$ cat src/rtl/dz_countdown_pkg.sv
// dz_countdown_pkg
//   Shared definitions for the dot-matrix countdown path (dz_countdown and
//   the dz_show stage): FSM state encodings and the digit width.
package dz_countdown_pkg;

  localparam int DZ_NUM_W = 3;

  localparam logic [1:0] ST_IDLE  = 2'd0;
  localparam logic [1:0] ST_RUN   = 2'd1;
  localparam logic [1:0] ST_PAUSE = 2'd2;
  localparam logic [1:0] ST_DONE  = 2'd3;

endpackage

$ cat src/rtl/dz_btn_cond.sv
// dz_btn_cond
//   Button conditioner: 2-FF synchronizer, optional debounce filter, and a
//   rising-edge detector producing a single-cycle pulse per press.
//   Ports:
//     clk      in  system clock
//     rst_n    in  async active-low reset
//     i_btn    in  raw button level (asynchronous to clk)
//     o_pulse  out one-cycle pulse on an accepted rising edge
//   DB_LEN = 0 bypasses the filter; DB_LEN > 0 requires DB_LEN consecutive
//   equal synchronized samples before the filtered level changes.
module dz_btn_cond #(
  parameter int DB_LEN = 0
) (
  input  logic clk,
  input  logic rst_n,
  input  logic i_btn,
  output logic o_pulse
);

  logic r_sync1, r_sync2, r_lvl_d;
  logic w_lvl;

  always_ff @(posedge clk or negedge rst_n) begin
    if (!rst_n) begin
      r_sync1 <= 1'b0;
      r_sync2 <= 1'b0;
    end else begin
      r_sync1 <= i_btn;
      r_sync2 <= r_sync1;
    end
  end

  if (DB_LEN > 0) begin : g_db
    localparam int CW = $clog2(DB_LEN + 1);
    logic [CW-1:0] r_db_cnt;
    logic          r_filt;

    // Counter only advances while the input disagrees with the filtered
    // level; any agreeing sample restarts the stability window.
    always_ff @(posedge clk or negedge rst_n) begin
      if (!rst_n) begin
        r_db_cnt <= '0;
        r_filt   <= 1'b0;
      end else if (r_sync2 != r_filt) begin
        if (r_db_cnt == CW'(DB_LEN - 1)) begin
          r_filt   <= r_sync2;
          r_db_cnt <= '0;
        end else begin
          r_db_cnt <= r_db_cnt + 1'b1;
        end
      end else begin
        r_db_cnt <= '0;
      end
    end
    assign w_lvl = r_filt;
  end else begin : g_nodb
    assign w_lvl = r_sync2;
  end

  always_ff @(posedge clk or negedge rst_n) begin
    if (!rst_n) r_lvl_d <= 1'b0;
    else        r_lvl_d <= w_lvl;
  end

  assign o_pulse = w_lvl & ~r_lvl_d;

endmodule

$ cat src/rtl/dz_countdown.sv
// dz_countdown
//   START_VAL..0 seconds countdown driving the digit input of dz_show, with
//   start/restart and pause/resume buttons plus running/done status.
//   Ports:
//     clk       in  system clock, rising edge
//     rst_n     in  async active-low reset
//     start     in  raw start/restart button
//     pause     in  raw pause/resume button
//     num       out current digit
//     running   out high while counting
//     done      out high once the count has reached 0
//     sec_tick  out one-cycle pulse on every decrement
//   Build option: define DEBOUNCE_EN to add a DB_CYCLES debounce filter on
//   both buttons (otherwise DB_CYCLES has no effect).
module dz_countdown
  import dz_countdown_pkg::*;
#(
  parameter int TICK_DIV  = 50_000_000,
  parameter int START_VAL = 5,
  parameter int DB_CYCLES = 20_000
) (
  input  logic                clk,
  input  logic                rst_n,
  input  logic                start,
  input  logic                pause,
  output logic [DZ_NUM_W-1:0] num,
  output logic                running,
  output logic                done,
  output logic                sec_tick
);

`ifdef DEBOUNCE_EN
  localparam int DB_ON = 1;
`else
  localparam int DB_ON = 0;
`endif
  localparam int DB_LEN = DB_CYCLES * DB_ON;

  localparam int                  PW      = $clog2(TICK_DIV);
  localparam logic [PW-1:0]       PRE_TC  = PW'(TICK_DIV - 1);
  localparam logic [DZ_NUM_W-1:0] NUM_RLD = DZ_NUM_W'(START_VAL);

  logic                w_start_p, w_pause_p;
  logic [1:0]          r_state, w_state_nxt;
  logic [DZ_NUM_W-1:0] r_num, w_num_nxt;
  logic [PW-1:0]       r_presc, w_presc_nxt;
  logic                r_tick, w_tick_nxt;
  logic                r_running, r_done;

  dz_btn_cond #(.DB_LEN(DB_LEN)) u_start_cond (
    .clk(clk), .rst_n(rst_n), .i_btn(start), .o_pulse(w_start_p)
  );

  dz_btn_cond #(.DB_LEN(DB_LEN)) u_pause_cond (
    .clk(clk), .rst_n(rst_n), .i_btn(pause), .o_pulse(w_pause_p)
  );

  // start wins over pause from every state; pause wins over a terminal tick.
  always_comb begin
    w_state_nxt = r_state;
    w_num_nxt   = r_num;
    w_presc_nxt = r_presc;
    w_tick_nxt  = 1'b0;
    if (w_start_p) begin
      w_state_nxt = ST_RUN;
      w_num_nxt   = NUM_RLD;
      w_presc_nxt = '0;
    end else begin
      case (r_state)
        ST_RUN: begin
          if (w_pause_p) begin
            w_state_nxt = ST_PAUSE;
          end else if (r_presc == PRE_TC) begin
            w_presc_nxt = '0;
            w_tick_nxt  = 1'b1;
            if (r_num != '0) w_num_nxt = r_num - 1'b1;
            if (r_num <= DZ_NUM_W'(1)) w_state_nxt = ST_DONE;
          end else begin
            w_presc_nxt = r_presc + 1'b1;
          end
        end
        ST_PAUSE: if (w_pause_p) w_state_nxt = ST_RUN;
        ST_IDLE, ST_DONE: ;
        default: w_state_nxt = ST_IDLE;
      endcase
    end
  end

  always_ff @(posedge clk or negedge rst_n) begin
    if (!rst_n) begin
      r_state   <= ST_IDLE;
      r_num     <= NUM_RLD;
      r_presc   <= '0;
      r_tick    <= 1'b0;
      r_running <= 1'b0;
      r_done    <= 1'b0;
    end else begin
      r_state   <= w_state_nxt;
      r_num     <= w_num_nxt;
      r_presc   <= w_presc_nxt;
      r_tick    <= w_tick_nxt;
      r_running <= (w_state_nxt == ST_RUN);
      r_done    <= (w_state_nxt == ST_DONE);
    end
  end

  assign num      = r_num;
  assign running  = r_running;
  assign done     = r_done;
  assign sec_tick = r_tick;

endmodule

$ cat config.mk
export PLATFORM = sky130hd
export DESIGN_NAME = dz_countdown
export DESIGN_NICKNAME = d
export VERILOG_FILES = /design/src/rtl/dz_countdown_pkg.sv /design/src/rtl/dz_btn_cond.sv /design/src/rtl/dz_countdown.sv
export SDC_FILE = /design/constraint.sdc
export NUM_CORES = 1
export LEC_CHECK = 0
export ABC_AREA = 1
export CORE_MARGIN = 3
export CORE_UTILIZATION = 50
export CTS_CLUSTER_DIAMETER = 80
export DETAILED_ROUTE_END_ITERATION = 8
export DONT_BUFFER_PORTS = 1
export MAX_ROUTING_LAYER = met4
export PLACE_DENSITY = 0.66
export SKIP_CTS_REPAIR_TIMING = 1
export SLEW_MARGIN = 20
export SYNTH_ARGS = -nofsm -noshare
export SYNTH_HDL_FRONTEND = slang
export SYNTH_SLANG_ARGS = --single-unit
$ cat constraint.sdc
create_clock -name clk -period 3.5 [get_ports clk]
set_input_delay 0.7 -clock clk [delete_from_list [all_inputs] [get_ports clk]]
set_output_delay 0.7 -clock clk [all_outputs]
set_load 0.05 [all_outputs]
After elaboration in Yosys (flattened, before gate mapping)

Index checks and enable logic that the tools add are counted.

Bits in writable memories: 0
Register bits: 40
Bits in latches: 0
Logic and storage cells: 50
Bits in read-only memories: 0
Memories: 0

Multiplexer cells: 19
Multipliers: 0
Bitwise operators: 4
Equal/unequal tests: 6
Reduce and logical (&&, ||, !) cells: 6
Add/subtract/negate cells: 2
$lt $le $gt $ge: 1
Div/mod/pow operators: 0
Shift operators: 0

Operators by type and width:

| operator                                                                          | count |
|---|---|
| 26-bit two-way mux                                                                | 4 |
| 26-bit by 1-bit adder with 26-bit output (second input constant)                  | 1 |
| 26-bit equality test (second input constant)                                      | 1 |
| 3-bit two-way mux                                                                 | 5 |
| 2-bit two-way mux                                                                 | 5 |
| 2-bit nonzero test                                                                | 3 |
| 2-bit by 1-bit equality test with 1-bit output (second input constant)            | 2 |
| 2-bit equality test (second input constant)                                       | 2 |
| 1-bit two-way mux                                                                 | 4 |
| 2-bit case mux with 2 select lines                                                | 1 |
| 4-bit AND reduction                                                               | 1 |
| 3-bit by 1-bit less-or-equal comparator with 1-bit output (second input constant) | 1 |
| 3-bit nonzero test                                                                | 1 |
| 3-bit by 1-bit subtractor with 3-bit output (second input constant)               | 1 |
| 1-bit AND                                                                         | 2 |
| 2-bit != test (second input constant)                                             | 1 |
| 1-bit inverter                                                                    | 2 |
| 2-bit AND reduction                                                               | 1 |

Depth between registers and ports, before layout

Gate-level depths: netlist (run 1).

Depth in word-level cells: 7
Gate-level depth with buffers: 12
Depth with buffers taken out: 11

By module

From an unflattened synthesis (run 1), not the netlist that was laid out.

Cells, all modules: 327
Area total of the unflattened synthesis: 2492.4 µm²

By module, submodules not included:

| module       | seq. area each (µm²) | instances | area each (µm²) | cells an instance |
|---|---|---|---|---|
| dz_countdown | 853.3                | 1         | 2322.2          | 317 |
| dz_btn_cond  | 75.1                 | 2         | 85.1            | 5 |

Worst setup path before layout (run 1)

No wires, ideal clock.

Path kind: reg-to-reg
Start: register r_num[1], in the netlist num[1]
End: register r_done, in the netlist done
Arrival: 1500 ps
Slack: 1873 ps
Cell stages (with the launch flop): 11
Buffers on the path: 0
Path through: dfrtp_1 -> inv_1 -> ha_1 -> a21oi_1 -> nor2_1 -> nand3_1 -> nand2_1 -> nand2_1 -> nand2_1 -> nand2_1 -> a21oi_1

Longest elaborated chain between the ends: 7

RTL lines:

| what                                                      | RTL line            | RTL |
|---|---|---|
| start, declared                                           | dz_countdown.sv:45  | `logic [DZ_NUM_W-1:0] r_num, w_num_nxt;` |
| start signal, assigned                                    | dz_countdown.sv:99  | `r_num <= w_num_nxt;` |
| 3-bit by 1-bit less-or-equal comparator with 1-bit output | dz_countdown.sv:77  | `if (r_num <= DZ_NUM_W'(1)) w_state_nxt = ST_DONE;` |
| 2-bit two-way mux                                         | dz_countdown.sv:77  |  |
| 2-bit two-way mux                                         | dz_countdown.sv:73  | `end else if (r_presc == PRE_TC) begin` |
| 2-bit two-way mux                                         | dz_countdown.sv:71  | `if (w_pause_p) begin` |
| 2-bit case mux with 2 select lines                        | dz_countdown.sv:69  | `case (r_state)` |
| 2-bit two-way mux                                         | dz_countdown.sv:64  | `if (w_start_p) begin` |
| 2-bit equality test                                       | dz_countdown.sv:103 | `r_done <= (w_state_nxt == ST_DONE);` |
| end signal, assigned                                      | dz_countdown.sv:103 |  |
| end, declared                                             | dz_countdown.sv:48  | `logic r_running, r_done;` |

Every way passes these cells.
A chain may end at the register's enable or synchronous reset.

Worst setup path in the final report (run 1)

Start: register r_presc[1]
End: register r_presc[24]

Longest elaborated chain between the ends: 5
Elaborated cells between the ends (all ways): 6

RTL lines:

| what                                                                                    | RTL line                               | RTL |
|---|---|---|
| start, declared                                                                         | dz_countdown.sv:46                     | `logic [PW-1:0] r_presc, w_presc_nxt;` |
| start signal, assigned                                                                  | dz_countdown.sv:100                    | `r_presc <= w_presc_nxt;` |
| 26-bit by 1-bit adder with 26-bit output / 26-bit equality test (equally long branches) | dz_countdown.sv:79, dz_countdown.sv:73 |  |
| 26-bit two-way mux (*)                                                                  | dz_countdown.sv:73                     |  |
| 26-bit two-way mux (*)                                                                  | dz_countdown.sv:71                     |  |
| 26-bit two-way mux (*)                                                                  | dz_countdown.sv:69                     |  |
| 26-bit two-way mux (*)                                                                  | dz_countdown.sv:64                     |  |

Every way passes the cells marked *; elsewhere a longest branch is shown, timed or not. The select of a mux whose other input is x is not followed.

==> flow_metrics.tcl, run 1 <==
set metrics [dict create \
    htreeDepth 2 \
    period_share_pct 52.3 \
    place_inst 370 \
    maxSlewHeadroom_pct 47.6 \
    synth_area_leaders "dfrtp_1, nand2_1, nor2_1" \
    path_clk_slew_ns 0.08 \
    die_area_sq_um 5660 \
    antenna_found_initial 0 \
    wl_per_cell_um 13.3 \
    root_buffer "clkbuf_8" \
    critPathCaptureType "flop" \
    outcome "completed" \
    cp_slowest_cell "a211oi_1" \
    nFillCells 419 \
    start_util_pct 53.5 \
    drt_iter0_markers 177 \
    drive_above_1_share_pct 11.0 \
    fin_ws_ns 1.67 \
    fin_nets 335 \
    vias_per_cell 5.30 \
    drc 0 \
    power.leakage_uw 0.00119 \
    worstMarginPinSlew_ns 0.781 \
    rows 24 \
    detail-route-antenna-nets 0 \
    gp_congestion 0.956 \
    switching_share_pct 40.6 \
    grt_pass1_vias 1841 \
    fin_crit_ns 1.83 \
    setup-tns-final_ns 0 \
    p_per_area_nw_per_um2 539 \
    die_h_um 75.2 \
    fp.coreArea_sq_um 4470 \
    grtUsageTotal_pct 21.0 \
    post-place-ws_ns 1.71 \
    finalNonFillerCells 378 \
    cts_buffers 5 \
    gr-total-overflow 0 \
    fin_skew_ns 0.00562 \
    async_reset_ff_share_pct 100 \
    ys_ff_latch 40 \
    io_buffers 0 \
    cts_tree "yes" \
    synth_top_area_cell "dfrtp_1" \
    wirelength_mm 5.02 \
    rsz0062_at_grt "false" \
    synth_flop_cell "dfrtp_1" \
    hold_class "in2async" \
    first_pass_iters 4 \
    ys_warn_count 0 \
    num_vias 2003 \
    p_switching_uw 556 \
    cts_max_path_buffers 2 \
    yosysMostFrequentCell "nand2_1" \
    grt_max_degree 41 \
    hpwl_mm 3.79 \
    worstPathCellList "ha_1, nand3_2, nor2_1, a211oi_1, nand3_1, o21ai_0" \
    yosysSeqAreaShare_pct 41.9 \
    post_dp_cell_area_sq_um 2440 \
    cap_violations 0 \
    cp.required_ns 3.71 \
    holdWs_ns 0.0913 \
    cp_max_fo 5 \
    antennaDiodeCount 0 \
    synth_area_sq_um 2390 \
    synth_edf_count 0 \
    design_area_sq_um 2540 \
    p_comb_share_pct 26.8 \
    max_freq_mhz 546 \
    avgSynthCellArea_sq_um 7.46 \
    clkPwrFrac_pct 23.5 \
    grt_pass1_wl_mm 8.57 \
    setup.worst_path.start_class "flop" \
    clock-sinks 40 \
    power.internal_uw 812 \
    ir_worst_vdd_mv 0.364 \
    die_width_um 75.2 \
    synthTopCellsByCount "nand2_1, nor2_1, inv_1" \
    crit_arrival_ns 2.04 \
    synth_top_area_share_pct 39.7 \
    synth_cell_types 32 \
    synth_nets 331 \
    synthCells 321 \
    syn2layout_area_growth_pct 6.06 \
    power_frac_seq_pct 49.7 \
    insertion_delay_ns 0.29 \
    setup-violations-final 0 \
    crit_type "reg2reg" \
    io_pins 10 \
    cpPeakStageDelay_ns 0.65 \
    hold_viol 0 \
    maxSlewViolCount 0 \
]
## cell type report
class / count / area (sq um) / share of cell area [%]
clock inverter: 2 / 15.0 / 0.591
sequential: 40 / 1000 / 39.5
tap: 52 / 65.1 / 2.56
multi-input combinational: 234 / 1200 / 47.4
clock buffer: 6 / 82.6 / 3.25
inverter: 44 / 170 / 6.70
## worst max-delay path: cells and delay by family (launching register included)
| family | cells | cell delay (ns) |
|---|---|---|
| compound gates | 2 | 0.76 |
| simple gates | 3 | 0.36 |
| flops | 1 | 0.40 |
| fa+ha+maj | 1 | 0.23 |
## metal layers
metal,share of wire [%],track usage (%),vias to the layer above
met1,49,29.7,926
met3,4.5,4.94,7
li1,-,-,1032
met4,1.6,7.57,0
met2,45,29.1,38
met5,0,-,-
## per-stage QoR
| step | power [uW] | utilization, % |
|---|---|---|
| after detailed placement | 1050 | 54.6 |
| final | 1370 | 56.8 |
| after CTS | 1380 | 56.8 |
| after global placement | 1050 | 54.6 |
| after floorplan | 982 | - |
| after global routing | 1480 | 56.8 |
## worst paths after layout
kind	end	cells past startpoint	from	slack (ns)
max reg2reg	r_presc[24]	6	r_presc[1]	1.67
min reg2reg	u_pause_cond.r_sync2	0	u_pause_cond.r_sync1	0.36
min in group clk	u_pause_cond.r_sync2	0	u_pause_cond.r_sync1	0.36
max	r_presc[24]	6	r_presc[1]	1.67
max in group asynchronous	num[0]	0	rst_n	3.22
min	r_presc[20]	0	rst_n	0.09
## cell families after synthesis
family	count (synthesis)	synth area share [%]
fa+ha+maj	6	3.13
flops	40	41.9
compound gates	23	5.02
buf+inv	47	7.84
xor+xnor	6	2.19
simple gates	199	39.9
## flip-flops by register name, summed over array words and instances (netlist names)
name	cells
u_pause_cond.r_lvl_d	1
r_state	2
u_pause_cond.r_sync2	1
u_start_cond.r_sync1	1
r_presc	26
done	1
sec_tick	1
u_pause_cond.r_sync1	1
num	3
u_start_cond.r_sync2	1
running	1
u_start_cond.r_lvl_d	1
## power by group through the flow
stage / sequential, uW / combinational [uW] / clock, uW
floorplan: 676 / 306 / 0
global placement: 688 / 359 / 0
detailed placement: 689 / 365 / 0
CTS: 681 / 369 / 334
global route: 691 / 428 / 357
finish: 680 / 367 / 321
## layout by cell type, fill, tap and decap left out, types with 3 or more instances in the layout
cell	Yosys	routed
nor2_2	4	4
nor4_1	3	3
dfrtp_1	38	38
inv_2	3	3
nand2_2	4	4
ha_1	6	6
nand2_1	84	84
nand4_1	13	13
xor2_1	4	4
o21ai_0	11	11
nor3_1	9	9
nand3_1	18	18
nor2_1	48	48
nand3_2	4	4
nor2_4	4	4
clkbuf_8	0	6
a21oi_1	8	8
inv_1	40	40
No activity file was read; power rests on OpenSTA's default activity.
==> run 2, diff against run 1 <==
- PLACE_DENSITY: 0.66 -> 0.69
- clock period: 3.5 -> 1.5 ns (I/O delays scaled with it)
==> run 2 against run 1 <==
  * The flow now finishes with violations (negative setup slack)
  * Critical path depth increased by 1
  * Cell area increased by 31%
  * Register-to-register slack got worse by 1.8 ns
  * Cell count grew 16%
  * Largest power group is now combinational logic
==> flow_metrics.tcl, run 2 (same netlist as run 1, synthesis figures left out) <==
set metrics [dict create \
    outcome "finished with violations" \
    violations "negative setup slack" \
    path_clk_slew_ns 0.08 \
    crit_arrival_ns 1.80 \
    mostFrequentLayoutCells "nand2_1, buf_4, inv_1, dfrtp_1, nor2_1" \
    vias_per_cell 5.41 \
    antenna_found_initial 0 \
    period_share_pct 108 \
    p_switching_uw 1580 \
    maxSlewHeadroom_pct 69.2 \
    cap_violations 0 \
    fin_nets 397 \
    die_width_um 75.2 \
    power_frac_seq_pct 36.9 \
    largest_register_ffs 26 \
    fp.coreArea_sq_um 4470 \
    drive_above_1_share_pct 39.2 \
    setup-violations-final 26 \
    die_area_sq_um 5660 \
    wirelength_mm 6.62 \
    die_h_um 75.2 \
    hpwl_mm 4.43 \
    reg2reg_depth 7 \
    rsz0062_at_grt "true" \
    place_inst 423 \
    drc 0 \
    clock-sinks 40 \
    setup-tns-final_ns -2.24 \
    maxSlewViolCount 0 \
    drt_iter0_markers 163 \
    first_pass_iters 6 \
    gp_congestion 0.917 \
    top_register "r_presc" \
    design_area_sq_um 3340 \
    crit_type "reg2reg" \
    io_pins 10 \
    io_buffers 0 \
    final_common_cell "nand2_1" \
    rows 24 \
    clkPwrFrac_pct 24.0 \
    post_dp_cell_area_sq_um 2880 \
    cp_max_fo 8 \
    hold_class "in2reg" \
    insertion_delay_ns 0.30 \
    grt_max_degree 41 \
    fin_skew_ns 0.00672 \
    detail-route-antenna-nets 0 \
    switching_share_pct 39.2 \
    p_comb_share_pct 39.1 \
    start_util_pct 53.5 \
    antennaDiodeCount 0 \
    max_freq_mhz 618 \
    wl_per_cell_um 15.1 \
    hold_viol 0 \
    finalNonFillerCells 440 \
    cts_buffers 5 \
    grt_pass1_vias 2037 \
    grtUsageTotal_pct 23.6 \
    nFillCells 313 \
    critPathCaptureType "flop" \
    finalPower_uw 4040 \
    cts_tree "yes" \
    cts_max_path_buffers 2 \
    p_per_area_nw_per_um2 1210 \
    num_vias 2380 \
    root_buffer "clkbuf_8" \
    power.leakage_uw 0.00158 \
    fin_ws_ns -0.118 \
    ir_worst_vdd_mv 0.800 \
    grt_pass1_wl_mm 9.60 \
    min_path_cells 0 \
    cp.required_ns 1.68 \
    gr-total-overflow 0 \
    setup.worst_path.start_class "flop" \
    power.internal_uw 2450 \
    htreeDepth 2 \
    syn2layout_area_growth_pct 39.4 \
    worstMarginPinSlew_ns 0.462 \
    fin_crit_ns 1.62 \
    post-place-ws_ns -0.192 \
]
-- run 2: layer usage --
metal  GRT usage, %  routed length [um]  up-vias
met4           6.41                 155        0
met1           32.8                2930     1109
met5              -                   0        -
met3           5.07                 445       19
li1               -                   -     1159
met2           35.0                3090       93
-- run 2: path summary, 6_finish.rpt --
check                                     start                   end  slack (ns)
max                                 r_presc[18]           r_presc[11]       -0.12
min                                       pause  u_pause_cond.r_sync1        0.03
max reg2reg                         r_presc[18]           r_presc[11]       -0.12
min reg2reg                u_pause_cond.r_sync1  u_pause_cond.r_sync2        0.35
max in group asynchronous                 rst_n                num[2]        0.76
min in group asynchronous                 rst_n           r_presc[16]        0.49
-- run 2: worst max-delay path, cell delays in order (launching register included) --
cell and delay [ns]:
dfrtp_1 0.40, nor4_2 0.27, buf_4 0.16, nand4_1 0.20
nand2_4 0.24, nand2_8 0.11, clkinv_8 0.08, nor2_1 0.04
-- run 2: cell type report --
| type | count | area (sq um) | area share (%) |
|---|---|---|---|
| inverter | 44 | 178 | 5.32 |
| sequential | 40 | 1010 | 30.3 |
| timing repair buffer | 61 | 492 | 14.7 |
| clock buffer | 7 | 96.3 | 2.88 |
| clock inverter | 1 | 30.0 | 0.899 |
| tap | 52 | 65.1 | 1.95 |
| multi-input combinational | 235 | 1470 | 43.9 |
-- run 2: through the flow --
step / util [%] / hold slack, ns
5_1_grt: 74.6 / 0.0129
4_1_cts: 67.1 / -0.311
3_3_place_gp: 64.3 / 0.00555
6_report: 74.6 / 0.0276
2_1_floorplan: - / 0.00441
3_5_place_dp: 64.3 / 0.00562
-- run 2: power by group through the flow --
stage	registers (uW)	logic [uW]	clock network, uW
2_1_floorplan	1600	759	0
3_3_place_gp	1460	1290	0
3_5_place_dp	1470	1320	0
4_1_cts	1450	1330	971
5_1_grt	1510	1730	1030
6_report	1490	1580	967
